## config.mk

```make
export PLATFORM = sky130hd
export DESIGN_NAME = preg_alloc_ctrl
export DESIGN_NICKNAME = d
export VERILOG_FILES = /design/src/rtl/preg_alloc_ctrl_pkg.sv /design/src/rtl/preg_alloc_ctrl.sv
export SDC_FILE = /design/constraint.sdc
export NUM_CORES = 1
export LEC_CHECK = 0
export ABC_AREA = 1
export CORE_MARGIN = 2
export CORE_UTILIZATION = 35
export DETAILED_ROUTE_END_ITERATION = 10
export PLACE_DENSITY = 0.66
export SYNTH_ARGS = -nofsm -noshare
export SYNTH_HDL_FRONTEND = slang
export SYNTH_SLANG_ARGS = --single-unit
```

## constraint.sdc

```tcl
create_clock -name clk -period 3.28 [get_ports clk]
set_input_delay 0.656 -clock clk [delete_from_list [all_inputs] [get_ports clk]]
set_output_delay 0.656 -clock clk [all_outputs]
set_load 0.01 [all_outputs]
```

## src/rtl/preg_alloc_ctrl_pkg.sv

```systemverilog
// Shared sizing constants and state types for the
// physical register allocation controller.
package params;
   localparam int NUM_PREG = 64;
   localparam int PREG_W   = $clog2(NUM_PREG);
   localparam int NUM_AREG = 32;
endpackage

package rv32i_types;
   typedef enum logic [1:0] {
      ST_CLEAR   = 2'd0,
      ST_REBUILD = 2'd1,
      ST_RUN     = 2'd2
   } alloc_state_e;
endpackage

```

## src/rtl/preg_alloc_ctrl.sv

```systemverilog
// Physical register allocator control: drives the free list FIFO,
// tracks committed mappings and rebuilds the free list after flush.
module preg_alloc_ctrl
   import rv32i_types::*;
#(
   parameter int NUM_PREG = params::NUM_PREG,
   parameter int PREG_W   = params::PREG_W,
   parameter int NUM_AREG = params::NUM_AREG
) (
   input  logic              clk,
   input  logic              rst,
   input  logic              flush,
   input  logic              ren_valid,
   input  logic              ren_rd_used,
   output logic              ren_ready,
   output logic [PREG_W-1:0] ren_pd,
   input  logic              cmt_valid,
   input  logic              cmt_free_en,
   input  logic [PREG_W-1:0] cmt_pd_new,
   input  logic [PREG_W-1:0] cmt_pd_old,
   output logic              cmt_ready,
   input  logic [PREG_W-1:0] fl_rdata,
   input  logic              fl_empty,
   input  logic              fl_full,
   output logic              fl_dequeue,
   output logic              fl_enqueue,
   output logic [PREG_W-1:0] fl_wdata,
   output logic              fl_clear,
   output logic [PREG_W:0]   free_count,
   output logic              err_overflow
);

   localparam logic [NUM_PREG-1:0] BM_RST =
      {{(NUM_PREG-NUM_AREG){1'b0}}, {NUM_AREG{1'b1}}};
   localparam logic [PREG_W-1:0] LAST_IDX =
      PREG_W'(NUM_PREG-1);

   alloc_state_e          r_state;
   logic [NUM_PREG-1:0]   r_bitmap;
   logic [PREG_W-1:0]     r_scan;
   logic [PREG_W:0]       r_free_count;
   logic                  r_err;

   alloc_state_e          w_state_nxt;
   logic [NUM_PREG-1:0]   w_bm_nxt;
   logic [PREG_W:0]       w_cnt_nxt;
   logic                  w_ren_ready;
   logic                  w_cmt_ready;
   logic                  w_deq;
   logic                  w_enq;
   logic [PREG_W-1:0]     w_wdata;
   logic                  w_fl_clear;
   logic                  w_cmt_fire;

   always_ff @(posedge clk) begin
      if (rst) begin
         r_state      <= ST_CLEAR;
         r_bitmap     <= BM_RST;
         r_scan       <= '0;
         r_free_count <= '0;
         r_err        <= 1'b0;
      end else begin
         r_state  <= w_state_nxt;
         r_bitmap <= w_bm_nxt;
         if (r_state == ST_CLEAR) begin
            r_scan       <= '0;
            r_free_count <= '0;
         end else begin
            if (r_state == ST_REBUILD)
               r_scan <= r_scan + 1'b1;
            r_free_count <= w_cnt_nxt;
         end
         if (w_enq && fl_full)
            r_err <= 1'b1;
      end
   end

   always_comb begin
      w_state_nxt = r_state;
      w_fl_clear  = 1'b0;
      w_enq       = 1'b0;
      w_wdata     = '0;
      w_ren_ready = 1'b0;
      w_cmt_ready = 1'b0;
      w_deq       = 1'b0;
      unique case (r_state)
         ST_CLEAR: begin
            w_fl_clear  = 1'b1;
            w_state_nxt = ST_REBUILD;
         end
         ST_REBUILD: begin
            w_enq   = !r_bitmap[r_scan] && !flush;
            w_wdata = r_scan;
            if (flush)
               w_state_nxt = ST_CLEAR;
            else if (r_scan == LAST_IDX)
               w_state_nxt = ST_RUN;
         end
         ST_RUN: begin
            w_ren_ready = !ren_rd_used || !fl_empty;
            w_cmt_ready = 1'b1;
            w_deq = ren_valid && w_ren_ready &&
                    ren_rd_used && !flush;
            // a flush rebuilds from the bitmap, so the freed reg
            // must not also be pushed here
            w_enq = cmt_valid && cmt_free_en &&
                    (cmt_pd_old != '0) && !flush;
            w_wdata = cmt_pd_old;
            if (flush)
               w_state_nxt = ST_CLEAR;
         end
         default: w_state_nxt = ST_CLEAR;
      endcase
      if (!w_enq)
         w_wdata = '0;
   end

   assign w_cmt_fire = cmt_valid && w_cmt_ready;

   always_comb begin
      w_bm_nxt = r_bitmap;
      if (w_cmt_fire && cmt_free_en) begin
         w_bm_nxt[cmt_pd_new] = 1'b1;
         w_bm_nxt[cmt_pd_old] = 1'b0;
      end
      w_bm_nxt[0] = 1'b1;
   end

   always_comb begin
      w_cnt_nxt = r_free_count;
      if (w_enq && !w_deq)
         w_cnt_nxt = r_free_count + 1'b1;
      else if (!w_enq && w_deq)
         w_cnt_nxt = r_free_count - 1'b1;
   end

   assign ren_ready    = !rst && w_ren_ready;
   assign cmt_ready    = !rst && w_cmt_ready;
   assign fl_dequeue   = !rst && w_deq;
   assign fl_enqueue   = !rst && w_enq;
   assign fl_wdata     = rst ? '0 : w_wdata;
   assign fl_clear     = !rst && w_fl_clear;
   assign free_count   = rst ? '0 : r_free_count;
   assign err_overflow = !rst && r_err;
   assign ren_pd       = (!rst && ren_rd_used) ? fl_rdata : '0;

endmodule

```

==> metrics.md <==
| Metric | Value |
|---|---|
| Initial Util | 35.8% |
| Final worst slack | around 0.15 ns |
| CTS Buf Count | 9 |
| CTS H-tree depth | 3 |
| Number of flops mapped to enable cells by yosys | 0 |
| Vias/cell | 5.12 |
| Tmin final | 3.13 ns |
| CTS Root Cell | clkbuf_16 |
| Final Cell Area | about 5900 um2 |
| # setup viols final | 0 |
| Synth Net Count | 742 |
| Most common cell after layout, fill and taps aside | nand2_1 |
| Clock transition at path regs | approximately 0.05 ns |
| CP max FO | 7 |
| Peak supply drop | 0.241 mV |
| Leakage power | 2.56 nW |
| DRC Markers | 0 |
| Antenna diode instance count | 0 |
| Largest net degree at the start of global routing | 40 |
| Hold Crit Class | flip-flop to flip-flop |
| CP arrival | 2.47 ns |
| Via count | 4,942 |
| Initial antenna violation count | 0 |
| Ports | 52 |
| Post-layout util | a little under half |
| Skew-Pair Late Insertion Delay | 0.34 ns |
| Hold-fix buffer count after cts | 0 |
| Synthesized flop and latch total | 79 |
| Netlist cell types | 33 |
| DP Wirelength | about 10 mm |
| CP required | 2.62 ns |
| Critical path endpoint category | output pin |
| IO buf count | slightly above 50 |
| DP Worst Slack | -0.288 ns |
| Row count | 41 |
| Global placement routability congestion | 0.938 |
| Area growth syn-to-layout | 29.7% |
| GRT Util Overall | 20.9% |
| Worst Max-Slew Pin Slew | approximately 0.62 ns |
| Clock Path Buffers | 2 |
| CTS tree | built |
| Fraction of layout cells with a size suffix above 1 | 9.46% |
| Synth warn | 0 |
| Setup CP Type | primary input to output pin |
| # fillers | 1,334 |
| Max_cap viols | 0 |
| FMAX | about 0.32 GHz |
| Area of the multi-input gates | 2400 um2 |
| Final layout net count | 828 |
| Grt ovf | 0 |
| Slew Limit Headroom | 58.5% |
| DR WL/cell | 15.2 um |
| Post-Syn Area | 4520 um2 |
| Startpoint Class | primary input |
| Vias in the first global route | 4,462 |
| Register cell area after layout | roughly 1600 um2 |
| Post-synthesis async set-or-reset flop share | 0% |
| Final Cycle Share | ~95% |
| Clk sinks | a little under 80 |
| Area post-placement | 5470 um2 |
| Syn Area/Cell | 6.42 um2 |
| Routed Antenna Nets | 0 |
| Pwr dens | 402 nW/um2 |
| Die area | between 10,000 and 15,000 um2 |
| Die X-Extent | 118 um |
| Global-route wire length before repair | ~23 mm |
| Initial DRC Count | between 400 and 500 |
| Die Ht | 118 um |
| Placeable core area | roughly 13,000 um2 |
| Most frequent cells in the layout | 147 x nand2_1, 114 x inv_1, 81 x o21ai_0 |
| R2R Setup Slk | around 0.27 ns |
| Skew final | 0.00827 ns |
| Final hold vios | 0 |
| Post-synthesis sequential area ratio | 35.0% |
| Routed wire length | 14.7 mm |
| Final Max Tran Viols | 0 |
| Outcome | finished clean |
| DRT Pass-1 Iters | 6 |
| Ys flop type | dfxtp_1 |
| RSZ-0062 raised after global routing | true |
| Mapped Cells | 704 |
==> cell usage after synthesis (all sizes together) (3+ instances only) <==
cell	count	area [um2]
ha	10	125
nand2	147	552
a21oi	42	210
o211a	6	60.1
nor3	16	80.1
o21ai	87	435
dfxtp	79	1580
clkbuf	11	41.3
inv	118	443
o22ai	14	87.6
nor2	75	282
o211ai	4	30.0
xor2	3	26.3
buf	11	91.3
nand3	61	315
a211oi	4	30.0
==> flip-flops by register name, indices dropped and copies added, names as in the netlist <==
register and flops:
r_bitmap 63, r_err 1, r_free_count 7, r_scan 6
r_state 2
==> layer usage <==
layer	global-route usage [%]	vias up	routed length, um
met3	4.75	27	1140
met1	28.3	2263	6640
met5	0	-	0
met4	7.45	0	309
li1	-	2456	-
met2	32.7	196	6590
==> kinds of logic (layout without fill, tap and decap cells) <==
family / count (synthesis) / after routing / share of synthesized area [%]
AO/OA/AOI/OAI: 162 / 162 / 19.9
AND/OR/NAND/NOR: 306 / 306 / 28.2
flip-flops: 79 / 79 / 35.0
buffers and inverters: 142 / 231 / 12.9
adder cells (fa/ha/maj): 11 / 11 / 3.21
XOR/XNOR: 4 / 4 / 0.776
==> critical path: stages <==
cell and delay (ns):
clkdlybuf4s50_1 0.48, nor2_1 0.05, buf_4 0.15, nand2_1 0.06, o211ai_1 0.11, a211oi_2 0.27, buf_4 0.16, nand3_2 0.13
nor2_1 0.12, dlygate4sd2_1 0.28
==> path summary, 6_finish.rpt <==
check,depth (start not counted),startpoint,end
max,10,cmt_pd_old[4],fl_wdata[1]
min reg2reg,2,r_err,r_err
max reg2reg,26,r_scan[0],r_free_count[6]
min,2,r_err,r_err
==> report_power, final <==
part / leakage [nW] / internal, W / switching [W]
clock: 0.152 / 0.000681 / 0.000399
sequential: 0.639 / 0.000966 / 0.00000686
combinational: 1.77 / 0.000121 / 0.000180
==> layout make-up <==
type | instances | area share [%]
clock buffers | 11 | 4.14
clock inverters | 3 | 1.17
inverters | 120 | 7.73
multi-input cells | 483 | 41.0
flip-flops and latches | 79 | 27.1
well taps | 172 | 3.67
repair buffers | 97 | 15.2
==> timing repair <==
item	CTS	global route
pin swaps	0	3
gates cloned	0	1
setup buffers	0	1
endpoints found under the setup margin	7	2
endpoints found under the hold margin	0	0
gates resized for setup	8	12
==> metrics by stage <==
step	total power, W	hold WS [ns]	setup TNS, ns	instances
4_1_cts	0.00235	0.454	0	963
3_3_place_gp	0.00128	0.434	-1.19	949
6_report	0.00235	0.455	0	965
5_1_grt	0.00242	0.473	-0.0599	965
2_1_floorplan	0.00115	0.422	0	704
3_5_place_dp	0.00128	0.439	-1.77	949
(Power assumes the default switching activity.)
